File: config.mk
export PLATFORM = sky130hd
export DESIGN_NAME = btn_press_classifier_flat
export DESIGN_NICKNAME = d
export VERILOG_FILES = /design/src/rtl/btn_press_classifier_if.sv /design/src/rtl/btn_press_classifier.sv /design/src/flat_wrapper.sv
export SDC_FILE = /design/constraint.sdc
export NUM_CORES = 1
export LEC_CHECK = 0
export BUFFER_PORTS_ARGS = -buffer_cell sky130_fd_sc_hd__buf_2
export CAP_MARGIN = 15
export CORE_ASPECT_RATIO = 0.9
export CORE_MARGIN = 1
export CORE_UTILIZATION = 50
export CTS_BUF_LIST = sky130_fd_sc_hd__clkbuf_2
export DETAILED_ROUTE_END_ITERATION = 8
export PLACE_DENSITY = 0.67
export SKIP_LAST_GASP = 1
export SYNTH_ARGS = -nofsm -noshare
export SYNTH_HDL_FRONTEND = slang
export SYNTH_SLANG_ARGS = --single-unit
File: constraint.sdc
create_clock -name clk -period 1.5 [get_ports clk]
set_input_delay 0.075 -clock clk [delete_from_list [all_inputs] [get_ports clk]]
set_output_delay 0.075 -clock clk [all_outputs]
set_load 0.02 [all_outputs]
File: src/rtl/btn_press_classifier_if.sv
// rtl/btn_press_classifier_if.sv - button edge in / gesture pulse out bundle
//
// Groups the debounced edge pulses with the classified gesture pulses.
//   master : the edge detector / consumer side (drives edges, reads gestures)
//   slave  : the classifier (reads edges, drives gestures)
// Signals:
//   btn_pedge     1-cycle pulse, debounced button pressed
//   btn_nedge     1-cycle pulse, debounced button released
//   short_press   1-cycle pulse, single short click confirmed
//   double_click  1-cycle pulse, second click released
//   long_press    1-cycle pulse, hold reached the long-press threshold
//   repeat_tick   1-cycle pulse, auto-repeat while long-held
//   busy          level, classifier is mid-gesture
interface btn_press_classifier_if;
   logic btn_pedge;
   logic btn_nedge;
   logic short_press;
   logic double_click;
   logic long_press;
   logic repeat_tick;
   logic busy;

   modport master (
      output btn_pedge,
      output btn_nedge,
      input  short_press,
      input  double_click,
      input  long_press,
      input  repeat_tick,
      input  busy
   );

   modport slave (
      input  btn_pedge,
      input  btn_nedge,
      output short_press,
      output double_click,
      output long_press,
      output repeat_tick,
      output busy
   );
endinterface

File: src/rtl/btn_press_classifier.sv
// rtl/btn_press_classifier.sv - classify button gestures into short/double/long/repeat pulses
//
// Consumes single-cycle press/release pulses from a debounced button stage and
// classifies each gesture as a short press, a double click or a long press,
// emitting auto-repeat ticks while a long press is held. One instance per button.
// Ports:
//   clk      in  system clock, rising edge
//   reset_p  in  asynchronous active-high reset (assert async, release synced to clk)
//   bus      slave modport of btn_press_classifier_if (edges in, gesture pulses out)
// Parameters:
//   LONG_CYCLES    hold time that qualifies a long press
//   DCLICK_CYCLES  max release gap before a second press counts as a double click
//   REPEAT_CYCLES  auto-repeat period while long-held
//   CNT_W          counter width, must hold max(parameter)-1
module btn_press_classifier #(
   parameter int LONG_CYCLES   = 100_000_000,
   parameter int DCLICK_CYCLES = 30_000_000,
   parameter int REPEAT_CYCLES = 20_000_000,
   parameter int CNT_W         = 27
) (
   input  logic                  clk,
   input  logic                  reset_p,
   btn_press_classifier_if.slave bus
);

   typedef enum logic [2:0] {
      IDLE      = 3'd0,
      PRESS1    = 3'd1,
      WAIT2     = 3'd2,
      PRESS2    = 3'd3,
      LONG_HELD = 3'd4
   } state_t;

   localparam logic [CNT_W-1:0] LONG_LAST   = CNT_W'(LONG_CYCLES - 1);
   localparam logic [CNT_W-1:0] DCLICK_LAST = CNT_W'(DCLICK_CYCLES - 1);
   localparam logic [CNT_W-1:0] REPEAT_LAST = CNT_W'(REPEAT_CYCLES - 1);

   // Reset asserts asynchronously through the set path of this pair and
   // releases two clock edges after reset_p drops, so every flop leaves
   // reset on the same edge.
   logic [1:0] rst_sync;
   logic       rst_int;

   always_ff @(posedge clk or posedge reset_p) begin
      if (reset_p) begin
         rst_sync <= 2'b11;
      end else begin
         rst_sync <= {rst_sync[0], 1'b0};
      end
   end

   assign rst_int = rst_sync[1];

   state_t           state;
   state_t           state_nx;
   logic [CNT_W-1:0] cnt;
   logic             cnt_clr;
   logic             cnt_run;

   logic short_d, double_d, long_d, repeat_d;
   logic short_q, double_q, long_q, repeat_q, busy_q;

   // Simultaneous press and release cancel each other out.
   logic ev_press;
   logic ev_release;

   assign ev_press   = bus.btn_pedge & ~bus.btn_nedge;
   assign ev_release = bus.btn_nedge & ~bus.btn_pedge;

   // Edges are tested before timeouts in every state, so an edge wins when
   // both land on the same cycle.
   always_comb begin
      state_nx = state;
      cnt_clr  = 1'b0;
      cnt_run  = 1'b0;
      short_d  = 1'b0;
      double_d = 1'b0;
      long_d   = 1'b0;
      repeat_d = 1'b0;

      case (state)
         IDLE: begin
            if (ev_press) begin
               state_nx = PRESS1;
            end
         end

         PRESS1: begin
            cnt_run = 1'b1;
            if (ev_release) begin
               state_nx = WAIT2;
            end else if (cnt == LONG_LAST) begin
               state_nx = LONG_HELD;
               long_d   = 1'b1;
            end
         end

         WAIT2: begin
            cnt_run = 1'b1;
            if (ev_press) begin
               state_nx = PRESS2;
            end else if (cnt == DCLICK_LAST) begin
               state_nx = IDLE;
               short_d  = 1'b1;
            end
         end

         PRESS2: begin
            // Second hold has no timeout, so the counter stays parked at 0.
            if (ev_release) begin
               state_nx = IDLE;
               double_d = 1'b1;
            end
         end

         LONG_HELD: begin
            cnt_run = 1'b1;
            if (ev_release) begin
               state_nx = IDLE;
            end else if (cnt == REPEAT_LAST) begin
               repeat_d = 1'b1;
               cnt_clr  = 1'b1;
            end
         end

         default: begin
            state_nx = IDLE;
         end
      endcase
   end

   always_ff @(posedge clk or posedge rst_int) begin
      if (rst_int) begin
         state <= IDLE;
      end else begin
         state <= state_nx;
      end
   end

   // Counter only runs in states that have a timeout; everywhere else it is
   // held at 0 so it can never wrap.
   always_ff @(posedge clk or posedge rst_int) begin
      if (rst_int) begin
         cnt <= '0;
      end else if ((state_nx != state) || cnt_clr || !cnt_run) begin
         cnt <= '0;
      end else begin
         cnt <= cnt + 1'b1;
      end
   end

   always_ff @(posedge clk or posedge rst_int) begin
      if (rst_int) begin
         short_q  <= 1'b0;
         double_q <= 1'b0;
         long_q   <= 1'b0;
         repeat_q <= 1'b0;
         busy_q   <= 1'b0;
      end else begin
         short_q  <= short_d;
         double_q <= double_d;
         long_q   <= long_d;
         repeat_q <= repeat_d;
         busy_q   <= (state_nx != IDLE);
      end
   end

   assign bus.short_press  = short_q;
   assign bus.double_click = double_q;
   assign bus.long_press   = long_q;
   assign bus.repeat_tick  = repeat_q;
   assign bus.busy         = busy_q;

endmodule

File: src/flat_wrapper.sv
// flat-port wrapper written by rule: the top's interface ports become plain ports
module btn_press_classifier_flat 
#(
   parameter int LONG_CYCLES   = 100_000_000,
   parameter int DCLICK_CYCLES = 30_000_000,
   parameter int REPEAT_CYCLES = 20_000_000,
   parameter int CNT_W         = 27
)
  (clk, reset_p, bus_btn_pedge, bus_btn_nedge, bus_short_press, bus_double_click, bus_long_press, bus_repeat_tick, bus_busy);
  btn_press_classifier_if bus_i ();
  input  logic clk;
  input  logic reset_p;
  input wire logic [$bits(bus_i.btn_pedge)-1:0] bus_btn_pedge;
  input wire logic [$bits(bus_i.btn_nedge)-1:0] bus_btn_nedge;
  output wire logic [$bits(bus_i.short_press)-1:0] bus_short_press;
  output wire logic [$bits(bus_i.double_click)-1:0] bus_double_click;
  output wire logic [$bits(bus_i.long_press)-1:0] bus_long_press;
  output wire logic [$bits(bus_i.repeat_tick)-1:0] bus_repeat_tick;
  output wire logic [$bits(bus_i.busy)-1:0] bus_busy;
  assign bus_i.btn_pedge = bus_btn_pedge;
  assign bus_i.btn_nedge = bus_btn_nedge;
  assign bus_short_press = bus_i.short_press;
  assign bus_double_click = bus_i.double_click;
  assign bus_long_press = bus_i.long_press;
  assign bus_repeat_tick = bus_i.repeat_tick;
  assign bus_busy = bus_i.busy;
  btn_press_classifier #(.LONG_CYCLES(LONG_CYCLES), .DCLICK_CYCLES(DCLICK_CYCLES), .REPEAT_CYCLES(REPEAT_CYCLES), .CNT_W(CNT_W)) u_core (.clk(clk), .reset_p(reset_p), .bus(bus_i));
endmodule
==> results of run 1 <==
## layout make-up
class,instances,area (µm²)
sequential,37,928
multi-input combinational,151,1100
clock buffer,6,30.0
inverter,6,22.5
tap,46,57.6
fill,258,1040
clock inverter,2,33.8
timing repair buffer,65,546
## worst max-delay path, stage by stage, from the launching register on
cell and delay, ps:
dfrtp_1 390, buf_4 130, or4b_4 500, nor2_4 140, nand3_4 100, o211ai_4 230, buf_12 160, clkbuf_16 150
nor3_1 60
## worst max path at each step
stage	from	depth (start not counted)	endpoint	slack, ps
CTS	u_core.cnt[13]	5	u_core.bus.busy	-440
finish	u_core.cnt[13]	8	u_core.cnt[8]	-460
global placement	u_core.cnt[26]	5	u_core.bus.busy	-380
detailed placement	u_core.cnt[26]	5	u_core.bus.busy	-450
global route	u_core.cnt[13]	8	u_core.cnt[8]	-520
floorplan	u_core.cnt[26]	5	u_core.bus.busy	-370
## flip-flops by register name (all words and copies together), names as in the netlist
name / cells
u_core.bus.busy: 1
u_core.bus.double_click: 1
u_core.bus.long_press: 1
u_core.bus.repeat_tick: 1
u_core.bus.short_press: 1
u_core.cnt: 27
u_core.rst_sync: 2
u_core.state: 3
## logic make-up (layout without fill, tap and decap cells)
group / count (synthesis) / count (layout) / share of synthesized area [%]
simple gates: 111 / 111 / 32.4
flops: 37 / 37 / 47.0
xor+xnor: 24 / 24 / 10.6
compound gates: 13 / 13 / 5.39
buf+inv: 12 / 79 / 3.10
fa+ha+maj: 1 / 1 / 0.634
other cells: 1 / 1 / 0.190
mux: 1 / 1 / 0.570
## what timing repair did
action | 4_1_cts | 5_1_grt
endpoints found under the hold margin | 2 | 0
resized for setup | 9 | 4
buffers inserted | 3 | 1
endpoints found under the setup margin | 34 | 34
pin swaps | 3 | 4
hold buffers | 1 | 0
cloned | 1 | 1
## metal layers
| layer | vias up | routed length [µm] | global-route usage (%) |
|---|---|---|---|
| met5 | - | 0 | 0 |
| met4 | 0 | 63 | 9.82 |
| met3 | 8 | 250 | 6.85 |
| met2 | 50 | 2560 | 43.6 |
| met1 | 873 | 2170 | 34.2 |
| li1 | 842 | - | - |
## metrics by stage
step / power [W] / instances / setup TNS [ps]
6_report: 0.00227 / 313 / -12620
5_1_grt: 0.00239 / 313 / -15410
4_1_cts: 0.00220 / 311 / -11410
3_5_place_dp: 0.00151 / 298 / -10470
3_3_place_gp: 0.00150 / 298 / -9170
2_1_floorplan: 0.00136 / 200 / -8190
## placed cells by master (no fill, tap or decap), types with 2 or more instances in the layout
| master | netlist | routed |
|---|---|---|
| a21oi_1 | 3 | 2 |
| and3_1 | 6 | 5 |
| buf_12 | 0 | 3 |
| buf_2 | 1 | 8 |
| buf_4 | 4 | 51 |
| clkbuf_2 | 0 | 6 |
| dfrtp_1 | 35 | 35 |
| dfstp_2 | 2 | 2 |
| inv_1 | 6 | 6 |
| nand2_1 | 13 | 13 |
| nand2b_1 | 4 | 4 |
| nand3_1 | 9 | 8 |
| nand4_1 | 11 | 11 |
| nor2_1 | 23 | 22 |
| nor2b_1 | 3 | 3 |
| nor3_1 | 19 | 14 |
| nor3_2 | 0 | 4 |
| nor4_4 | 0 | 3 |
| nor4b_1 | 2 | 2 |
| o21ai_0 | 2 | 2 |
| or4b_4 | 0 | 2 |
| xnor2_1 | 11 | 11 |
| xor2_1 | 13 | 13 |
## power breakdown
group,switching [W],total (W),internal (W),leakage (nW)
combinational,0.000291,0.000601,0.000310,0.657
clock,0.000316,0.000601,0.000285,0.0406
sequential,0.0000262,0.00107,0.00104,0.500
==> reports/qor.yml, run 1 <==
fp.dieW_um: 68.2
syn_area_per_cell_um2: 9.87
critPathMaxFanout: 7
reg2reg_from: "u_core.cnt[13]"
slew_viol_final: 0
nets: 271
ys_seq_area_share_pct: 47.0
worstReg2RegEnd: "u_core.cnt[8]"
vias_per_cell: 5.66
synth_enable_flop_cells: 0
post_drt_wl_per_cell_um: 16.1
start_util_pct: 52.5
antenna_found_initial: 0
dpl.hpwl_um: 3490
setup_ws_ps: -456
clock_tree.buffer_depth: 2
wl_um: 5040
cts_tree: "built"
clkLatencyLatePin_ps: 380
route.vias.total: 1773
post-route-drc-count: 0
min-delay-start: "bus_btn_nedge"
core_um2: 3760
rrSetupSlack_ps: -460
hold_viol: 0
worstSetupStartpointType: "flip-flop"
synth_nets: 205
clk_pin_slew_worst_paths_ps: 190
place.gp.congestion: 0.863
diodes: 0
vdd_ir_drop_max_mv: 0.431
boundaryPins: 9
root_buffer: "clkbuf_2"
synth-seq-cells: 37
period_share_pct: 130
io_buffer_count: 8
synth_common_cells: "35 x dfrtp_1, 23 x nor2_1, 19 x nor3_1"
syn_to_final_growth_pct: 37.6
die_h_um: 61.6
grt_util_all_layers_pct: 26.7
final_util_pct: 72.3
grt_pass1_wl_um: 8020
cap_violations: 0
holdWs_ps: 81.0
synth_ff_type: "dfrtp_1"
dpl_worst_slack_ps: -452
drive_gt1_share_pct: 37.5
finalCriticalPeriod_ps: 1960
syn_area_um2: 1970
die_area_um2: 4200
hold_class: "primary input to flip-flop"
drtAntennaViolNets: 0
synth_area_leader_cell: "dfrtp_1"
criticalPathCategory: "flip-flop to flip-flop"
synth.most_common_cell: "dfrtp_1"
power.leakage_nw: 1.20
numCtsBuffers: 5
async_reset_ff_share_pct: 100
grt_max_degree: 36
rr_worst_depth: 8
finalClockSkew_ps: 21.5
status: "finished, violations left"
fin_area_um2: 2720
ys_warn_count: 0
holdPathEnd: "u_core.bus.short_press"
fp-row-count: 21
critPathRequiredTime_ps: 1760
overflow: 0
dpl_cell_area_um2: 2480
h-tree-depth: 2
end_kind: "flip-flop"
violations: "negative setup slack"
synth_top_cell_area_share_pct: 44.4
rsz0062_at_grt: "true"
power_density_nw_per_um2: 836
holdPathStages: 3
setup_viol_count_final: 34
synth_cell_type_count: 45
cp.arrival_ps: 2220
grt_pass1_vias: 1752
dr.pass1.iters: 5
fmax_mhz: 511
drtIter0Drc: 107
cts.sinks: 37
netlist_instances: 200
synth_area_leaders: "dfrtp_1 44%, xor2_1 5.8%, xnor2_1 4.9%"
Power figures use the tool's default switching activity.
==> run 2: changes to the inputs <==
==> constraint.sdc (replaced) <==
create_clock -name clk -period 2.3 [get_ports clk]
set_input_delay 0.115 -clock clk [delete_from_list [all_inputs] [get_ports clk]]
set_output_delay 0.115 -clock clk [all_outputs]
set_load 0.02 [all_outputs]
==> run 2 against run 1 <==
  * The run now ends clean
  * Clock skew fell by 6.2 ps
  * Non-clock buffer count fell by 51
  * Via count fell by 14%
  * Sequential share of layout area rose by 9.3 points
  * Flip-flop and latch count did not move
  * Largest power group unchanged
  * Largest cell class unchanged
  * Fmax fell by 5.8%
  * Critical path depth fell by 3
  * Critical endpoint is now u_core.bus.busy
  * Total power fell by 47%
  * Register-to-register slack improved by 680 ps
  * Design area fell by 21%
==> reports/qor.yml, run 2 (synthesized netlist as in run 1, its figures left out) <==
root_buffer: "clkbuf_2"  # unchanged
fmax_mhz: 482  # was 511 MHz
drive_gt1_share_pct: 16.7  # was 37.5%
nets: 220  # was 271
post-route-drc-count: 0  # unchanged
grt_pass1_wl_um: 6720  # was 8020 µm
dr.pass1.iters: 4  # was 5
diodes: 0  # unchanged
dpl_worst_slack_ps: 177  # was -452 ps
grt_pass1_vias: 1490  # was 1752
setup_viol_count_final: 0  # was 34
clkLatencyLatePin_ps: 390  # was 380 ps
relSlewSlack_pct: 62.5
drtIter0Drc: 76  # was 107
cts_tree: "built"  # unchanged
vias_per_cell: 5.83  # was 5.66
core_um2: 3760  # unchanged
cts.sinks: 37  # unchanged
post_cts_buffers: 0  # was 3
criticalPathCategory: "flip-flop to flip-flop"  # unchanged
clock_tree.buffer_depth: 2  # unchanged
rsz0062_at_grt: "false"  # was true
post_drt_wl_per_cell_um: 15.1  # was 16.1 µm
finalClockSkew_ps: 15.4  # was 21.5 ps
boundaryPins: 9  # unchanged
slew_viol_final: 0  # unchanged
rr_worst_depth: 5  # was 8
overflow: 0  # unchanged
syn_to_final_growth_pct: 8.24  # was 37.6%
dpl.hpwl_um: 2820  # was 3490 µm
fp-row-count: 21  # unchanged
io_buffer_count: 8  # unchanged
cap_violations: 0  # unchanged
regArea_um2: 928  # unchanged
die_area_um2: 4200  # unchanged
reg_top3: "u_core.cnt: 27 flops, u_core.state: 3 flops, u_core.rst_sync: 2 flops"  # unchanged
start_util_pct: 52.5  # unchanged
largest_register_ffs: 27  # unchanged
fp.dieW_um: 68.2  # unchanged
vdd_ir_drop_max_mv: 0.298  # was 0.431 mV
status: "completed"  # was finished, violations left
end_kind: "flip-flop"  # unchanged
critPathRequiredTime_ps: 2580  # was 1760 ps
multi_input_area_um2: 990  # was 1100 µm²
holdPathStages: 4  # was 3
fin_tns_setup_ps: 0  # was -12620 ps
grt_util_all_layers_pct: 22.2  # was 26.7%
numCtsBuffers: 5  # unchanged
finalCriticalPeriod_ps: 2080  # was 1960 ps
power.leakage_nw: 0.846  # was 1.20 nW
worstSetupStartpointType: "flip-flop"  # unchanged
period_share_pct: 90.3  # was 130%
h-tree-depth: 2  # unchanged
setup_ws_ps: 224  # was -456 ps
regMostFlops: "u_core.cnt"  # unchanged
critPathMaxFanout: 5  # was 7
fillers: 335  # was 258
drtAntennaViolNets: 0  # unchanged
power_density_nw_per_um2: 562  # was 836 nW/µm²
grt_max_degree: 36  # unchanged
cp.arrival_ps: 2360  # was 2220 ps
hold_class: "primary input to flip-flop"  # unchanged
final_cell_mix: "35 x dfrtp_1, 23 x nor2_1, 18 x nor3_1"  # was 51 x buf_4, 35 x dfrtp_1, 22 x nor2_1
clk_pin_slew_worst_paths_ps: 160  # was 190 ps
hold_viol: 0  # unchanged
die_h_um: 61.6  # unchanged
antenna_found_initial: 0  # unchanged
wl_um: 3970  # was 5040 µm
place.gp.congestion: 0.821  # was 0.863
final_common_cell: "dfrtp_1"  # was buf_4
worst_pin_slew_ps: 555
route.vias.total: 1528  # was 1773
==> run 2: changes by cell type in the layout (fill, tap and decap cells not counted), moves of 3 or more <==
cell,previous run,this run
nor3_1,14,18
nor3_2,4,1
buf_4,51,4
nor4_4,3,0
==> run 2: where the power goes <==
part / leakage (nW) / switching (W) / internal, W
Clock: 0.0306 / 0.000200 / 0.0000813
Combinational: 0.315 / 0.000121 / 0.0000821
Sequential: 0.500 / 0.0000376 / 0.000679
==> run 2: final cells by class <==
| class | instances | area share, % |
|---|---|---|
| Clock buffer | 7 | 1.64 |
| Clock inverter | 1 | 0.176 |
| Inverter | 6 | 1.05 |
| Multi-Input combinational cell | 151 | 46.3 |
| Sequential cell | 37 | 43.4 |
| Tap cell | 46 | 2.69 |
| Timing Repair Buffer | 14 | 4.68 |
==> run 2: final timing paths <==
path                                    start                 endpoint  slack, ps
setup reg to reg               u_core.cnt[13]          u_core.bus.busy        220
max in group asynchronous  u_core.rst_sync[1]           u_core.cnt[18]       1610
setup / recovery               u_core.cnt[13]          u_core.bus.busy        220
hold / removal                  bus_btn_pedge  u_core.bus.double_click         70
hold reg to reg            u_core.rst_sync[1]            u_core.cnt[4]        360
min in group asynchronous             reset_p       u_core.rst_sync[0]        260
==> run 2: timing repair <==
| item | 4_1_cts | 5_1_grt |
|---|---|---|
| resized for setup | 0 | 1 |
| hold buffers | 1 | 0 |
| hold endpoints to repair | 2 | 0 |
| endpoints found under the setup margin | 0 | 2 |
==> run 2: routing by layer <==
metal / up-vias / part of all wire [%] / global-route usage (%)
met1: 740 / 46 / 27.2
met5: - / 0 / 0
li1: 737 / - / -
met4: 0 / 1.8 / 9.23
met3: 7 / 5.3 / 6.30
met2: 44 / 47 / 37.0
==> run 2: worst max-delay path, stage by stage, from the launching register on <==
cell and delay (ps):
dfrtp_1 460, or4b_1 570, nor4_2 290, and3_1 230, o22ai_2 70, or3_1 360
==> run 2: through the flow <==
stage | total power [W] | instances | utilization (%) | instance area [µm²] | hold WS (ps)
6_report | 0.00120 | 262 | 56.9 | 2140 | 70.1
5_1_grt | 0.00126 | 262 | 56.9 | 2140 | 100
4_1_cts | 0.00121 | 262 | 56.7 | 2130 | 63.2
3_5_place_dp | 0.000932 | 253 | 55.4 | 2080 | 139
3_3_place_gp | 0.000921 | 253 | 55.4 | 2080 | 134
2_1_floorplan | 0.000875 | 200 | - | 1970 | 26.5
